[src/rtl/axi4lite_pkg.sv]
// Shared types for the AXI4-Lite register file: response codes, FSM states
// and the strobe-width helper.
package axi4lite_pkg;

  typedef enum logic [1:0] {
    OKAY   = 2'b00,
    SLVERR = 2'b10
  } resp_t;

  typedef enum logic {
    WR_COLLECT = 1'b0,
    WR_RESP    = 1'b1
  } wr_state_t;

  typedef enum logic {
    RD_IDLE  = 1'b0,
    RD_VALID = 1'b1
  } rd_state_t;

  function automatic int strb_w(input int data_w);
    return data_w / 8;
  endfunction

endpackage

[src/rtl/axi4lite_hold_reg.sv]
// One-entry valid/ready holding register: accepts a payload when empty and
// keeps it until the consumer clears it.
module axi4lite_hold_reg #(
  parameter int W = 8
) (
  input  logic         clk_i,
  input  logic         rst_i,
  input  logic         en_i,
  input  logic         in_valid_i,
  output logic         in_ready_o,
  input  logic [W-1:0] in_data_i,
  input  logic         clear_i,
  output logic         held_o,
  output logic [W-1:0] data_o
);

  logic         held_q;
  logic [W-1:0] data_q;

  assign in_ready_o = en_i && !held_q;
  assign held_o     = held_q;
  assign data_o     = data_q;

  // Load and clear never coincide: loading needs an empty slot, clearing a full one.
  always_ff @(posedge clk_i or posedge rst_i) begin
    if (rst_i) begin
      held_q <= 1'b0;
      data_q <= '0;
    end else if (in_valid_i && in_ready_o) begin
      held_q <= 1'b1;
      data_q <= in_data_i;
    end else if (clear_i) begin
      held_q <= 1'b0;
    end
  end

endmodule

[src/rtl/axi4lite_regfile.sv]
// Parametrised AXI4-Lite slave register file with per-register write pulses.
// Define AXI4LITE_REGFILE_WSTRB_EN to honour W_STRB byte lanes on writes.
module axi4lite_regfile
  import axi4lite_pkg::*;
#(
  parameter int ADDR_W   = 8,
  parameter int DATA_W   = 32,
  parameter int NUM_REGS = 16
) (
  input  logic                         A_CLK,
  input  logic                         A_RST,
  input  logic [ADDR_W-1:0]            AW_ADDR,
  input  logic                         AW_VALID,
  output logic                         AW_READY,
  input  logic [DATA_W-1:0]            W_DATA,
  input  logic [strb_w(DATA_W)-1:0]    W_STRB,
  input  logic                         W_VALID,
  output logic                         W_READY,
  output logic [1:0]                   B_RESP,
  output logic                         B_VALID,
  input  logic                         B_READY,
  input  logic [ADDR_W-1:0]            AR_ADDR,
  input  logic                         AR_VALID,
  output logic                         AR_READY,
  output logic [DATA_W-1:0]            R_DATA,
  output logic [1:0]                   R_RESP,
  output logic                         R_VALID,
  input  logic                         R_READY,
  output logic [NUM_REGS*DATA_W-1:0]   REG_Q,
  output logic [NUM_REGS-1:0]          WR_PULSE
);

  localparam int STRB_W = strb_w(DATA_W);
  localparam int OFF_W  = $clog2(STRB_W);
  localparam int IDX_W  = ADDR_W - OFF_W;
  localparam logic [IDX_W:0] NUM_REGS_L = (IDX_W + 1)'(NUM_REGS);

`ifdef AXI4LITE_REGFILE_WSTRB_EN
  localparam int WP_W = DATA_W + STRB_W;
`else
  localparam int WP_W = DATA_W;
`endif

  logic                rst_done_q;
  logic                aw_held, w_held, commit;
  logic [IDX_W-1:0]    aw_idx, ar_idx;
  logic [WP_W-1:0]     w_payload, w_held_data;
  logic [DATA_W-1:0]   w_data_h;
  logic                aw_in_range, ar_in_range;

  logic [DATA_W-1:0]   regs_q [NUM_REGS];
  logic [DATA_W-1:0]   regs_d [NUM_REGS];
  logic [NUM_REGS-1:0] wr_pulse_q, wr_pulse_d;

  wr_state_t           wr_state_q, wr_state_d;
  resp_t               b_resp_q, b_resp_d;
  rd_state_t           rd_state_q, rd_state_d;
  resp_t               r_resp_q, r_resp_d;
  logic [DATA_W-1:0]   r_data_q, r_data_d, rd_sel;

  logic                unused_addr;
  assign unused_addr = ^{AW_ADDR[OFF_W-1:0], AR_ADDR[OFF_W-1:0]};

`ifdef AXI4LITE_REGFILE_WSTRB_EN
  logic [STRB_W-1:0] w_strb_h;
  assign w_payload = {W_STRB, W_DATA};
  assign w_strb_h  = w_held_data[WP_W-1:DATA_W];
`else
  logic unused_strb;
  assign unused_strb = ^W_STRB;
  assign w_payload   = W_DATA;
`endif
  assign w_data_h = w_held_data[DATA_W-1:0];

  // READYs stay low until the first edge after reset releases.
  always_ff @(posedge A_CLK or posedge A_RST) begin
    if (A_RST) rst_done_q <= 1'b0;
    else       rst_done_q <= 1'b1;
  end

  axi4lite_hold_reg #(.W(IDX_W)) u_aw_hold (
    .clk_i      (A_CLK),
    .rst_i      (A_RST),
    .en_i       (rst_done_q),
    .in_valid_i (AW_VALID),
    .in_ready_o (AW_READY),
    .in_data_i  (AW_ADDR[ADDR_W-1:OFF_W]),
    .clear_i    (commit),
    .held_o     (aw_held),
    .data_o     (aw_idx)
  );

  axi4lite_hold_reg #(.W(WP_W)) u_w_hold (
    .clk_i      (A_CLK),
    .rst_i      (A_RST),
    .en_i       (rst_done_q),
    .in_valid_i (W_VALID),
    .in_ready_o (W_READY),
    .in_data_i  (w_payload),
    .clear_i    (commit),
    .held_o     (w_held),
    .data_o     (w_held_data)
  );

  assign commit      = (wr_state_q == WR_COLLECT) && aw_held && w_held;
  assign aw_in_range = {1'b0, aw_idx} < NUM_REGS_L;
  assign ar_idx      = AR_ADDR[ADDR_W-1:OFF_W];
  assign ar_in_range = {1'b0, ar_idx} < NUM_REGS_L;

  // NOTE: every always_comb output gets a default first so no latch is inferred.
  always_comb begin
    wr_pulse_d = '0;
    for (int i = 0; i < NUM_REGS; i++) begin
      regs_d[i] = regs_q[i];
      if (commit && aw_in_range && (aw_idx == IDX_W'(i))) begin
        wr_pulse_d[i] = 1'b1;
`ifdef AXI4LITE_REGFILE_WSTRB_EN
        for (int k = 0; k < STRB_W; k++) begin
          if (w_strb_h[k]) regs_d[i][k*8 +: 8] = w_data_h[k*8 +: 8];
        end
`else
        regs_d[i] = w_data_h;
`endif
      end
    end
  end

  // NOTE: the register array is reset like any flop; user logic sees zeros after reset.
  always_ff @(posedge A_CLK or posedge A_RST) begin
    if (A_RST) begin
      for (int i = 0; i < NUM_REGS; i++) regs_q[i] <= '0;
      wr_pulse_q <= '0;
    end else begin
      regs_q     <= regs_d;
      wr_pulse_q <= wr_pulse_d;
    end
  end

  always_comb begin
    wr_state_d = wr_state_q;
    b_resp_d   = b_resp_q;
    case (wr_state_q)
      WR_COLLECT: begin
        if (commit) begin
          wr_state_d = WR_RESP;
          b_resp_d   = aw_in_range ? OKAY : SLVERR;
        end
      end
      WR_RESP: begin
        if (B_READY) wr_state_d = WR_COLLECT;
      end
      default: wr_state_d = WR_COLLECT;
    endcase
  end

  always_ff @(posedge A_CLK or posedge A_RST) begin
    if (A_RST) begin
      wr_state_q <= WR_COLLECT;
      b_resp_q   <= OKAY;
    end else begin
      wr_state_q <= wr_state_d;
      b_resp_q   <= b_resp_d;
    end
  end

  // Sampling regs_q here gives the pre-write value when a commit lands on the same edge.
  always_comb begin
    rd_sel = '0;
    for (int i = 0; i < NUM_REGS; i++) begin
      if (ar_idx == IDX_W'(i)) rd_sel = regs_q[i];
    end
  end

  always_comb begin
    rd_state_d = rd_state_q;
    r_data_d   = r_data_q;
    r_resp_d   = r_resp_q;
    case (rd_state_q)
      RD_IDLE: begin
        if (AR_VALID && AR_READY) begin
          rd_state_d = RD_VALID;
          r_data_d   = ar_in_range ? rd_sel : '0;
          r_resp_d   = ar_in_range ? OKAY : SLVERR;
        end
      end
      RD_VALID: begin
        if (R_READY) rd_state_d = RD_IDLE;
      end
      default: rd_state_d = RD_IDLE;
    endcase
  end

  always_ff @(posedge A_CLK or posedge A_RST) begin
    if (A_RST) begin
      rd_state_q <= RD_IDLE;
      r_data_q   <= '0;
      r_resp_q   <= OKAY;
    end else begin
      rd_state_q <= rd_state_d;
      r_data_q   <= r_data_d;
      r_resp_q   <= r_resp_d;
    end
  end

  assign AR_READY = rst_done_q && (rd_state_q == RD_IDLE);
  assign R_VALID  = (rd_state_q == RD_VALID);
  assign R_DATA   = r_data_q;
  assign R_RESP   = r_resp_q;
  assign B_VALID  = (wr_state_q == WR_RESP);
  assign B_RESP   = b_resp_q;
  assign WR_PULSE = wr_pulse_q;

  for (genvar i = 0; i < NUM_REGS; i++) begin : g_reg_q
    assign REG_Q[i*DATA_W +: DATA_W] = regs_q[i];
  end

endmodule

[config.mk]
export PLATFORM = sky130hd
export DESIGN_NAME = axi4lite_regfile
export DESIGN_NICKNAME = d
export VERILOG_FILES = /design/src/rtl/axi4lite_pkg.sv /design/src/rtl/axi4lite_hold_reg.sv /design/src/rtl/axi4lite_regfile.sv
export SDC_FILE = /design/constraint.sdc
export NUM_CORES = 2
export LEC_CHECK = 0
export ABC_AREA = 1
export BUFFER_PORTS_ARGS = -buffer_cell sky130_fd_sc_hd__buf_4
export CAP_MARGIN = 20
export CORE_AREA = 2 2 327 329
export DETAILED_ROUTE_END_ITERATION = 10
export DIE_AREA = 0 0 329 331
export GPL_TIMING_DRIVEN = 0
export PLACE_DENSITY_LB_ADDON = 0.05
export SLEW_MARGIN = 40
export SYNTH_ARGS = -nofsm -noshare
export SYNTH_HDL_FRONTEND = slang
export SYNTH_SLANG_ARGS = --single-unit
[constraint.sdc]
create_clock -name A_CLK -period 17.2 [get_ports A_CLK]
set_input_delay 1.72 -clock A_CLK [delete_from_list [all_inputs] [get_ports A_CLK]]
set_output_delay 1.72 -clock A_CLK [all_outputs]
set_load 0.02 [all_outputs]
==> results.cfg <==
[sta]
grt_setup_unrepaired = false
timing_worst_slew_pin_value_ns = 0.902
hold_violations = 0
final_number_of_max_transition_violations = 0
finalWorstSetupSlack_ns = 12.84
setup-violations-final = 0
timing.setup.tns_ns = 0
finalCritPeriodShare_pct = 25.4
fmax_ghz = 0.229
worst_clock_skew_ns = 0.0204
timing.final.crit_period_ns = 4.36
maxSlewHeadroom_pct = 39.6
hold_slack_ns = 0.478

[floorplanning]
placementRows = 119
floorplan.die.height_um = 331
initial_core_util_pct = 25.0
floorplan.die_area_sq_um = 109000
num_io_pins = 628
die_wd_um = 329
design.core.area_sq_um = 105000

[clocking]
holdBufCountCts = 0
cts_max_level = 3
cts-buffers-inserted = 77
cts_buffer_depth = 3
clk_root_buffer_cell = clkbuf_16
post_cts.repair.setup_buffers = 0
clock_sinks = 605
cts_repair_resize_count = 0
clock_latency_ns = 0.66
clk_pin_slew_ns = 0.06
cts_tree = yes

[critical_path]
arrival_ns = 4.91
cp.required_ns = 17.74
critPathLaunchType = input pin
critical_path.endpoint_type = register
critical_path.max_fanout = 10
timing.setup.critical_path_class = in2reg

[logic_synthesis]
post_synth_inst_count = 3111
synthDominantCellAreaShare_pct = 57.8
postSynthAreaPerCell_sq_um = 8.42
post_synth_fa_ha_maj_area_fraction_pct = 0
main_combinational_cell_family_by_area_after_synthesis = simple AND/OR/NAND/NOR gates
share_of_cell_area_taken_by_muxes_after_synthesis_pct = 0.0859
yosysWarningCount = 0
synth_seq_cells = 605
yosys-top-cells-area = dfrtp_1 (58%), nand2_1 (14%), o21ai_0 (6.7%), o21ai_1 (3.6%), inv_1 (3.2%)
yosysTopAreaCell = dfrtp_1
mappedNetlistArea_sq_um = 26200
synth_compound_area_share_pct = 12.8
synth_xor_xnor_area_share_pct = 0
yosysSeqAreaShare_pct = 57.8
synth-simple-area-share_pct = 22.1
yosys.cell_types.count = 28

[pwr]
ir_worst_vdd_mv = 0.0692
p_leak_nw = 17.8
post-layout-total-power_mw = 5.93
power_density_nw_per_um2 = 165

[place]
io_port_bufs = 617
gp_congestion = 0.888
place_hpwl_um = 126000
detailed_place.area_sq_um = 33400
pre_cts_slack_ns = 12.15
place.detailed.instances = 5152

[routing]
routed_wl_um = 159000
route.top_layer_used = met4
met3_routed_wl_um = 9690
drt_pre_antenna_iters = 7
wirelength_met1_um = 69600
post_drt_via_cell_ratio = 4.78
wl_met2_um = 74900
vias = 25281
drtIter0Drc = 2084
route.detailed.drc = 0
ant_nets = 0
routed_wire_length_per_instance_um = 30.1

[hold_path]
timing.hold.worst.class = reg2reg

[finish]
finish.cell_count_without_fillers = 5289
combined_area_of_the_multi_input_logic_cells_sq_um = 9210
fin_util_pct = 34.2
syn_to_final_growth_pct = 37.0
nNetsFinal = 3899
drive_gt1_share_pct = 24.9
design_area_sq_um = 35900
filler_cell_count = 11335
ff_latch_area_sq_um = 15100

[grt]
grt_antenna_before_repair = 4
grt_max_degree = 24
gr-usage-all-layers_pct = 28.6
grt_pass1_wl_um = 214000
gr-total-overflow = 0
number_of_global_route_vias_before_repair = 25056

[status]
run_status = complete, no violations

[job]
maxCapViolations = 0
-- cell type report --
class	count	share of cell area [%]
sequential	605	42.2
multi-input combinational	2053	25.6
timing repair buffer	649	14.9
clock buffer	122	6.74
tap	1391	4.85
buffer	203	2.78
inverter	251	2.63
clock inverter	14	0.272
antenna	1	0.00697
-- power by group --
group | total [mW] | internal, mW | switching (mW) | leakage (nW)
registers | 2.29 | 1.80 | 0.487 | 8.09
clock network | 1.66 | 0.975 | 0.683 | 1.25
logic | 1.98 | 0.639 | 1.34 | 8.41
-- per-layer routing --
layer,track usage [%],up-vias
li1,-,11489
met1,38.1,12750
met2,46.8,872
met3,5.78,170
met4,8.76,0
met5,0,-
-- worst max-delay path, cell delays in order --
cell and delay [ns]:
buf_4 0.14, nand2_1 0.06, inv_1 0.05, nand3_1 0.49, clkbuf_1 0.64, nor2_1 0.24
nor2_1 0.33, nand4_1 0.31, nor2_1 0.53, nand4_1 0.21, nand2_1 0.11, nand2_1 0.05
-- cells in the final DEF (no fill, tap or decap), types with 47 or more instances in the layout --
master / n
o21ai_0: 349
nand4_1: 112
dfrtp_1: 605
nor2_1: 189
buf_2: 47
a21oi_1: 100
clkbuf_16: 81
buf_4: 625
nand2_1: 985
o21ai_1: 187
clkbuf_1: 100
inv_1: 224
nand3_1: 60
-- worst paths after layout --
path | end | slack [ns] | cells past startpoint | from
min in group asynchronous | REG_Q[201]$_DFFE_PP0P_ | 1.08 | 2 | A_RST
max in group asynchronous | REG_Q[121]$_DFFE_PP0P_ | 14.51 | 9 | A_RST
setup / recovery | R_DATA[10]$_DFFE_PP0P_ | 12.84 | 12 | AR_ADDR[2]
hold reg to reg | R_DATA[1]$_DFFE_PP0P_ | 0.48 | 2 | R_DATA[1]$_DFFE_PP0P_
setup reg to reg | R_DATA[12]$_DFFE_PP0P_ | 14.55 | 10 | REG_Q[44]$_DFFE_PP0P_
hold / removal | R_DATA[1]$_DFFE_PP0P_ | 0.48 | 2 | R_DATA[1]$_DFFE_PP0P_
-- cell usage after synthesis --
cell and count:
nand2_1 986, dfrtp_1 605, o21ai_0 349, inv_1 225
nor2_1 192, o21ai_1 187, clkbuf_1 129, nand4_1 112
a21oi_1 100, nand3_1 60, buf_2 46, inv_2 26
o21ai_2 20, buf_6 12, nor2_2 10, nor2_4 10
buf_1 8, buf_4 8, or2_2 6, nor3_2 5
nor3_1 4, conb_1 2, mux2_2 2, nand3_2 2
nor2_8 2, nand2_2 1, nor3_4 1, o21a_1 1
-- sequential cells by signal (all words and copies together) (netlist names), 6 cells and up --
name and cells:
REG_Q 512, R_DATA 32, WR_PULSE 16, u_aw_hold.data_o 6
u_w_hold.data_o 32
-- cells by family after synthesis --
| group | count (synthesis) |
|---|---|
| simple gates | 1391 |
| compound gates | 657 |
| flops | 605 |
| buf+inv | 454 |
| mux | 2 |
| other cells | 2 |
No activity file was read; power rests on OpenSTA's default activity.
